==> src/rtl/alu_seq_param.sv <==
// alu_seq_param: registered 8-op ALU, iterative shift-add MUL and restoring DIV/REM.
// Define ALU_SIGNED_EN to add the Signed input and Ovf output (two's complement MUL/DIV/REM).
module alu_seq_param #(
    parameter  int WIDTH = 16,
    localparam int CNT_W = $clog2(WIDTH + 1)
) (
    input  logic             Clock,
    input  logic             Reset_n,
    input  logic             Start,
    input  logic [2:0]       ALUOP,
    input  logic [WIDTH-1:0] A,
    input  logic [WIDTH-1:0] B,
`ifdef ALU_SIGNED_EN
    input  logic             Signed,
    output logic             Ovf,
`endif
    output logic [WIDTH-1:0] Result,
    output logic [WIDTH-1:0] ResultHi,
    output logic             Busy,
    output logic             Done,
    output logic             Carry,
    output logic             Zero,
    output logic             DivZero
);

    localparam logic [2:0] OP_ADD = 3'b000;
    localparam logic [2:0] OP_SUB = 3'b001;
    localparam logic [2:0] OP_MUL = 3'b010;
    localparam logic [2:0] OP_DIV = 3'b011;
    localparam logic [2:0] OP_REM = 3'b100;
    localparam logic [2:0] OP_AND = 3'b101;
    localparam logic [2:0] OP_OR  = 3'b110;
    localparam logic [2:0] OP_XOR = 3'b111;

    typedef enum logic [1:0] {
        S_IDLE = 2'd0,
        S_ITER = 2'd1,
        S_FIN  = 2'd2
    } state_t;

    state_t           state_q, state_d;
    logic [CNT_W-1:0] cnt_q;
    logic [2:0]       op_q;
    logic [WIDTH-1:0] a_q, b_q;
    logic [WIDTH-1:0] d_q;
    logic [WIDTH-1:0] hi_q, lo_q;

    logic             is_md, long_op;
    logic [WIDTH-1:0] a_mag, b_mag;
    logic [WIDTH-1:0] hi_nxt, lo_nxt;
    logic [WIDTH:0]   mul_sum, r_sh;
    logic [WIDTH-1:0] r_sub;
    logic             ge;
    logic [WIDTH:0]   add_s, sub_s;
    logic [2*WIDTH-1:0] prod;
    logic [WIDTH-1:0] quo, rmd;
    logic             dz_c;
    logic [WIDTH-1:0] res_c, hi_c;
    logic             carry_c;

`ifdef ALU_SIGNED_EN
    logic sgn_op, a_neg, b_neg;
    logic sgn_q, neg_p_q, neg_r_q;
    logic ovf_c;
`endif

    assign is_md   = (ALUOP == OP_MUL) || (ALUOP == OP_DIV) || (ALUOP == OP_REM);
    assign long_op = (ALUOP == OP_MUL) ||
                     (((ALUOP == OP_DIV) || (ALUOP == OP_REM)) && (B != '0));

    // Iterative engines work on magnitudes; signs are restored at FIN.
`ifdef ALU_SIGNED_EN
    always_comb begin
        sgn_op = Signed && is_md;
        a_neg  = sgn_op && A[WIDTH-1];
        b_neg  = sgn_op && B[WIDTH-1];
        a_mag  = a_neg ? -A : A;
        b_mag  = b_neg ? -B : B;
    end
`else
    always_comb begin
        a_mag = A;
        b_mag = B;
    end
`endif

    always_comb begin
        mul_sum = {1'b0, hi_q} + {1'b0, (lo_q[0] ? d_q : {WIDTH{1'b0}})};
        r_sh    = {hi_q, lo_q[WIDTH-1]};
        ge      = (r_sh >= {1'b0, d_q});
        r_sub   = r_sh[WIDTH-1:0] - d_q;
        if (op_q == OP_MUL) begin
            hi_nxt = mul_sum[WIDTH:1];
            lo_nxt = {mul_sum[0], lo_q[WIDTH-1:1]};
        end else begin
            hi_nxt = ge ? r_sub : r_sh[WIDTH-1:0];
            lo_nxt = {lo_q[WIDTH-2:0], ge};
        end
    end

    always_comb begin
        add_s = {1'b0, a_q} + {1'b0, b_q};
        sub_s = {1'b0, a_q} + {1'b0, ~b_q} + (WIDTH+1)'(1);
        dz_c  = ((op_q == OP_DIV) || (op_q == OP_REM)) && (b_q == '0);
        prod  = {hi_q, lo_q};
        quo   = lo_q;
        rmd   = hi_q;
`ifdef ALU_SIGNED_EN
        if (neg_p_q) prod = -prod;
        if (neg_p_q) quo  = -quo;
        if (neg_r_q) rmd  = -rmd;
        ovf_c = sgn_q && ((op_q == OP_DIV) || (op_q == OP_REM)) &&
                (a_q == {1'b1, {(WIDTH-1){1'b0}}}) && (b_q == '1);
`endif
    end

    always_comb begin
        res_c   = '0;
        hi_c    = '0;
        carry_c = 1'b0;
        unique case (op_q)
            OP_ADD: begin
                res_c   = add_s[WIDTH-1:0];
                carry_c = add_s[WIDTH];
            end
            OP_SUB: begin
                res_c   = sub_s[WIDTH-1:0];
                carry_c = sub_s[WIDTH];
            end
            OP_MUL: begin
                res_c = prod[WIDTH-1:0];
                hi_c  = prod[2*WIDTH-1:WIDTH];
            end
            OP_DIV: begin
                res_c = dz_c ? '1 : quo;
                hi_c  = dz_c ? a_q : rmd;
            end
            OP_REM: res_c = dz_c ? a_q : rmd;
            OP_AND: res_c = a_q & b_q;
            OP_OR:  res_c = a_q | b_q;
            OP_XOR: res_c = a_q ^ b_q;
            default: res_c = '0;
        endcase
    end

    always_comb begin
        state_d = state_q;
        unique case (state_q)
            S_IDLE: if (Start) state_d = long_op ? S_ITER : S_FIN;
            S_ITER: if (cnt_q == CNT_W'(1)) state_d = S_FIN;
            S_FIN:  state_d = S_IDLE;
            default: state_d = S_IDLE;
        endcase
    end

    always_ff @(posedge Clock) begin
        if (!Reset_n) state_q <= S_IDLE;
        else          state_q <= state_d;
    end

    always_ff @(posedge Clock) begin
        if (!Reset_n) begin
            cnt_q    <= '0;
            op_q     <= '0;
            a_q      <= '0;
            b_q      <= '0;
            d_q      <= '0;
            hi_q     <= '0;
            lo_q     <= '0;
            Result   <= '0;
            ResultHi <= '0;
            Busy     <= 1'b0;
            Done     <= 1'b0;
            Carry    <= 1'b0;
            Zero     <= 1'b0;
            DivZero  <= 1'b0;
`ifdef ALU_SIGNED_EN
            sgn_q    <= 1'b0;
            neg_p_q  <= 1'b0;
            neg_r_q  <= 1'b0;
            Ovf      <= 1'b0;
`endif
        end else begin
            Done <= 1'b0;
            unique case (state_q)
                S_IDLE: if (Start) begin
                    op_q  <= ALUOP;
                    a_q   <= A;
                    b_q   <= B;
                    Busy  <= 1'b1;
                    cnt_q <= CNT_W'(WIDTH);
                    hi_q  <= '0;
                    lo_q  <= (ALUOP == OP_MUL) ? b_mag : a_mag;
                    d_q   <= (ALUOP == OP_MUL) ? a_mag : b_mag;
`ifdef ALU_SIGNED_EN
                    sgn_q   <= sgn_op;
                    neg_p_q <= a_neg ^ b_neg;
                    neg_r_q <= a_neg;
`endif
                end
                S_ITER: begin
                    cnt_q <= cnt_q - CNT_W'(1);
                    hi_q  <= hi_nxt;
                    lo_q  <= lo_nxt;
                end
                S_FIN: begin
                    Busy     <= 1'b0;
                    Done     <= 1'b1;
                    Result   <= res_c;
                    ResultHi <= hi_c;
                    Carry    <= carry_c;
                    Zero     <= (res_c == '0);
                    DivZero  <= dz_c;
`ifdef ALU_SIGNED_EN
                    Ovf      <= ovf_c;
`endif
                end
                default: ;
            endcase
        end
    end

endmodule
==> config.mk <==
export PLATFORM = sky130hd
export DESIGN_NAME = alu_seq_param
export DESIGN_NICKNAME = d
export VERILOG_FILES = /design/src/rtl/alu_seq_param.sv
export SDC_FILE = /design/constraint.sdc
export NUM_CORES = 1
export LEC_CHECK = 0
export ABC_CLOCK_PERIOD_IN_PS = 3500
export BUFFER_PORTS_ARGS = -buffer_cell sky130_fd_sc_hd__buf_2
export CAP_MARGIN = 20
export CORE_MARGIN = 2
export CORE_UTILIZATION = 45
export DETAILED_ROUTE_END_ITERATION = 10
export GPL_TIMING_DRIVEN = 1
export PLACE_DENSITY = 0.74
export SLEW_MARGIN = 20
export SYNTH_ARGS = -nofsm -noshare
export SYNTH_HDL_FRONTEND = slang
export SYNTH_SLANG_ARGS = --single-unit
==> constraint.sdc <==
create_clock -name Clock -period 3.5 [get_ports Clock]
set_clock_uncertainty 0.15 [all_clocks]
set_input_delay 0.525 -clock Clock [delete_from_list [all_inputs] [get_ports Clock]]
set_output_delay 0.525 -clock Clock [all_outputs]
set_load 0.05 [all_outputs]
==> impl_metrics.ini <==
[outcome]
status = finished clean

[yosys]
synth_fp_nets = 1418
synthTopCellsByArea = dfxtp_1, ha_1, a21oi_1
yosysWarnings = 0
synth-seq-area-share_pct = 25.6
syn_inst = 1294
synth_fa_ha_area_share_pct = 11.2
synth_top_family_by_area = compound AO/OA/AOI/OAI gates
synth-compound-area-share_pct = 25.7
yosysMostFrequentCell = nand2_1
synth-xor-area-share_pct = 3.53
async_flop_share_pct = 0
ys.flop_type = dfxtp_1
synth-simple-area-share_pct = 19.9
netlist_area_mm2 = 0.00991
synth-edff-count = 0
synth_top_area_share_pct = 25.6
yosys-mux-area-fraction_pct = 7.94
synth_seq_cells = 127
synth.largest_area_cell = dfxtp_1
yosys.cell_types.count = 81
netlist_top_cells_count = nand2_1, dfxtp_1, a21oi_1, nor2_1, ha_1
synth_area_per_cell_um2 = 7.66

[cells_and_area]
drive_gt1_share_pct = 15.2
num_antenna_cells = 0
syn_to_final_growth_pct = 14.6
layout.nets = 1494
design_area_mm2 = 0.0114

[power_and_ir_drop]
power_mw = 4.88
power_density_mw_per_mm2 = 429
vdd_drop_max_v = 0.000342
leakage_nw = 4.72

[global_routing]
grt_usage_pct = 28.6
grt_max_degree = 71
grt_pass1_wl_um = 52600
grt_overflow = 0
antenna_found_initial = 0
grt_pass1_vias = 9301

[routing]
finalWirelength_um = 33900
dr.pass1.iters = 6
drc = 0
drt_iter0_markers = 1082
via_per_inst = 6.06
vias = 10100
drt-wirelength-per-cell_um = 20.4
postRouteAntennaNets = 0

[clocking]
ctsHoldBuffers = 0
clockRootBuffer = clkbuf_16
cts_tree = yes
clk_path_buf_depth = 2
cts.clk_slew.worst_paths_ps = 60
cts_sinks = 127
cts_made_buffers = 17
htreeDepth = 4
clock_latency_ps = 430

[floorplanning]
die_w_um = 152
io_pins = 75
initial_core_util_pct = 45.6
die_y_um = 152
die-area_mm2 = 0.0232
coreArea_mm2 = 0.0218
num_rows = 54

[worst_setup_path]
r2r_cells = 14
arrival_ps = 3560
critical_path.top_delay_family = compound AO/OA/AOI/OAI gates
cp_cell_sequence = inv_1, ha_1, inv_1, fa_1, nor2b_1, o311a_1, o31a_1, a21oi_1, xnor2_1, a21oi_2, nor4bb_2, and4b_1, nand4_1, nand2_1
critPathKind = flop to flop
critPathMostFrequentCell = inv_1
start_kind = flop
endpoint_kind = flop
cp.depth = 14
crit_slowest_cell = fa_1
slowest_delay_ps = 390
crit_required_ps = 3730
cp_max_fo = 4
crit_buf_inv = 2

[placed_design]
dpl-instance-area_mm2 = 0.0108
dp.final_hpwl_um = 25400
gp_congestion = 1.03
place.port_buffers = 74

[sta]
slew_headroom_pct = 34.2
slew_viol_final = 0
setup_viol = 0
tns_ps = 0
fmax_mhz = 300
period_needed_ps = 3340
finalCritPeriodShare_pct = 95.4
rsz0062_at_grt = false
hold_violations = 0
worst_pin_slew_ps = 983

[flow_run]
cap_violations = 0

[worst_hold_path]
worst_hold_path.num_cells = 3
hold_path_class = input pin to flop
state kept, by name, indices dropped and copies added (netlist names):
signal    cells
hi_q         16
Zero          1
Busy          1
lo_q         16
Result       16
DivZero       1
state_q       2
Done          1
ResultHi     16
Carry         1
b_q          16
op_q          3
d_q          16
a_q          16
cnt_q         5
layout make-up:
class	instances	area, µm²
Timing Repair Buffer	135	828
Clock inverter	13	91.3
Inverter	72	272
Fill cell	2113	10400
Multi-Input combinational cell	1017	6830
Sequential cell	127	2540
Clock buffer	19	453
Tap cell	280	350
through the flow:
stage	setup WS, ps	utilization [%]	cells	hold WS, ps
after floorplan	544	-	1294	315
after global placement	218	49.6	1631	297
after detailed placement	181	49.6	1631	297
after CTS	152	52.1	1663	199
after global routing	3.07	52.2	1663	215
final	162	52.2	1663	208
cell usage in the layout, fill, tap and decap left out, types with 4 or more instances in the layout:
| cell type | n |
|---|---|
| a211oi_1 | 66 |
| a21o_1 | 17 |
| a21oi_1 | 121 |
| a221oi_1 | 7 |
| a22oi_1 | 20 |
| a31oi_1 | 8 |
| and2_1 | 21 |
| and3_1 | 4 |
| buf_2 | 74 |
| buf_4 | 61 |
| clkbuf_16 | 17 |
| clkinv_2 | 6 |
| clkinv_4 | 4 |
| dfxtp_1 | 127 |
| fa_1 | 4 |
| ha_1 | 82 |
| inv_1 | 71 |
| mux2_2 | 16 |
| mux2i_1 | 58 |
| nand2_1 | 141 |
| nand2b_1 | 13 |
| nand3_1 | 15 |
| nand4_1 | 4 |
| nor2_1 | 117 |
| nor2b_1 | 28 |
| nor3_1 | 27 |
| nor4_1 | 11 |
| nor4b_1 | 4 |
| o211ai_1 | 10 |
| o21a_1 | 4 |
| o21ai_0 | 70 |
| o21ai_1 | 7 |
| o21bai_1 | 9 |
| o22ai_1 | 4 |
| o31ai_1 | 8 |
| or3_1 | 12 |
| xnor2_1 | 30 |
| xor2_1 | 10 |
routing by layer:
layer,track usage (%),routed length [µm],up-vias
met3,7.76,3500,88
met4,12.7,1390,0
met2,42.5,14600,502
met1,38.8,14500,4696
met5,0,0,-
li1,-,-,4790
final timing paths:
check                                  to  slack, ps  startpoint
worst max-delay path                 Zero        160      a_q[0]
worst min-delay path              op_q[1]        210    ALUOP[1]
worst max register to register       Zero        160      a_q[0]
worst min register to register  Result[9]        310   Result[9]
kinds of logic (layout without fill, tap and decap cells):
| family | after synthesis | after routing |
|---|---|---|
| adder cells (fa/ha/maj) | 86 | 86 |
| XOR/XNOR | 40 | 40 |
| AND/OR/NAND/NOR | 420 | 420 |
| flip-flops | 127 | 127 |
| buffers and inverters | 150 | 239 |
| multiplexers | 76 | 76 |
| AO/OA/AOI/OAI | 395 | 395 |
report_power, final:
group	switching (mW)	leakage (nW)	internal, mW
Sequential	0.126	1.04	1.55
Combinational	0.964	3.42	0.584
Clock	0.716	0.265	0.940
Total	1.81	4.72	3.07
worst reg2reg max path, stage by stage (launching register included):
cell      delay (ps)
dfxtp_1          330
inv_1            110
ha_1             200
inv_1             60
fa_1             390
nor2b_1          180
o311a_1          350
o31a_1           320
a21oi_1          190
xnor2_1           90
a21oi_2          170
nor4bb_2         320
and4b_1          230
nand4_1          100
nand2_1           70
what timing repair did:
item | CTS | global route
gates resized for setup | 0 | 5
setup buffers | 0 | 0
endpoints found under the setup margin | 0 | 1
Power figures use the tool's default switching activity.
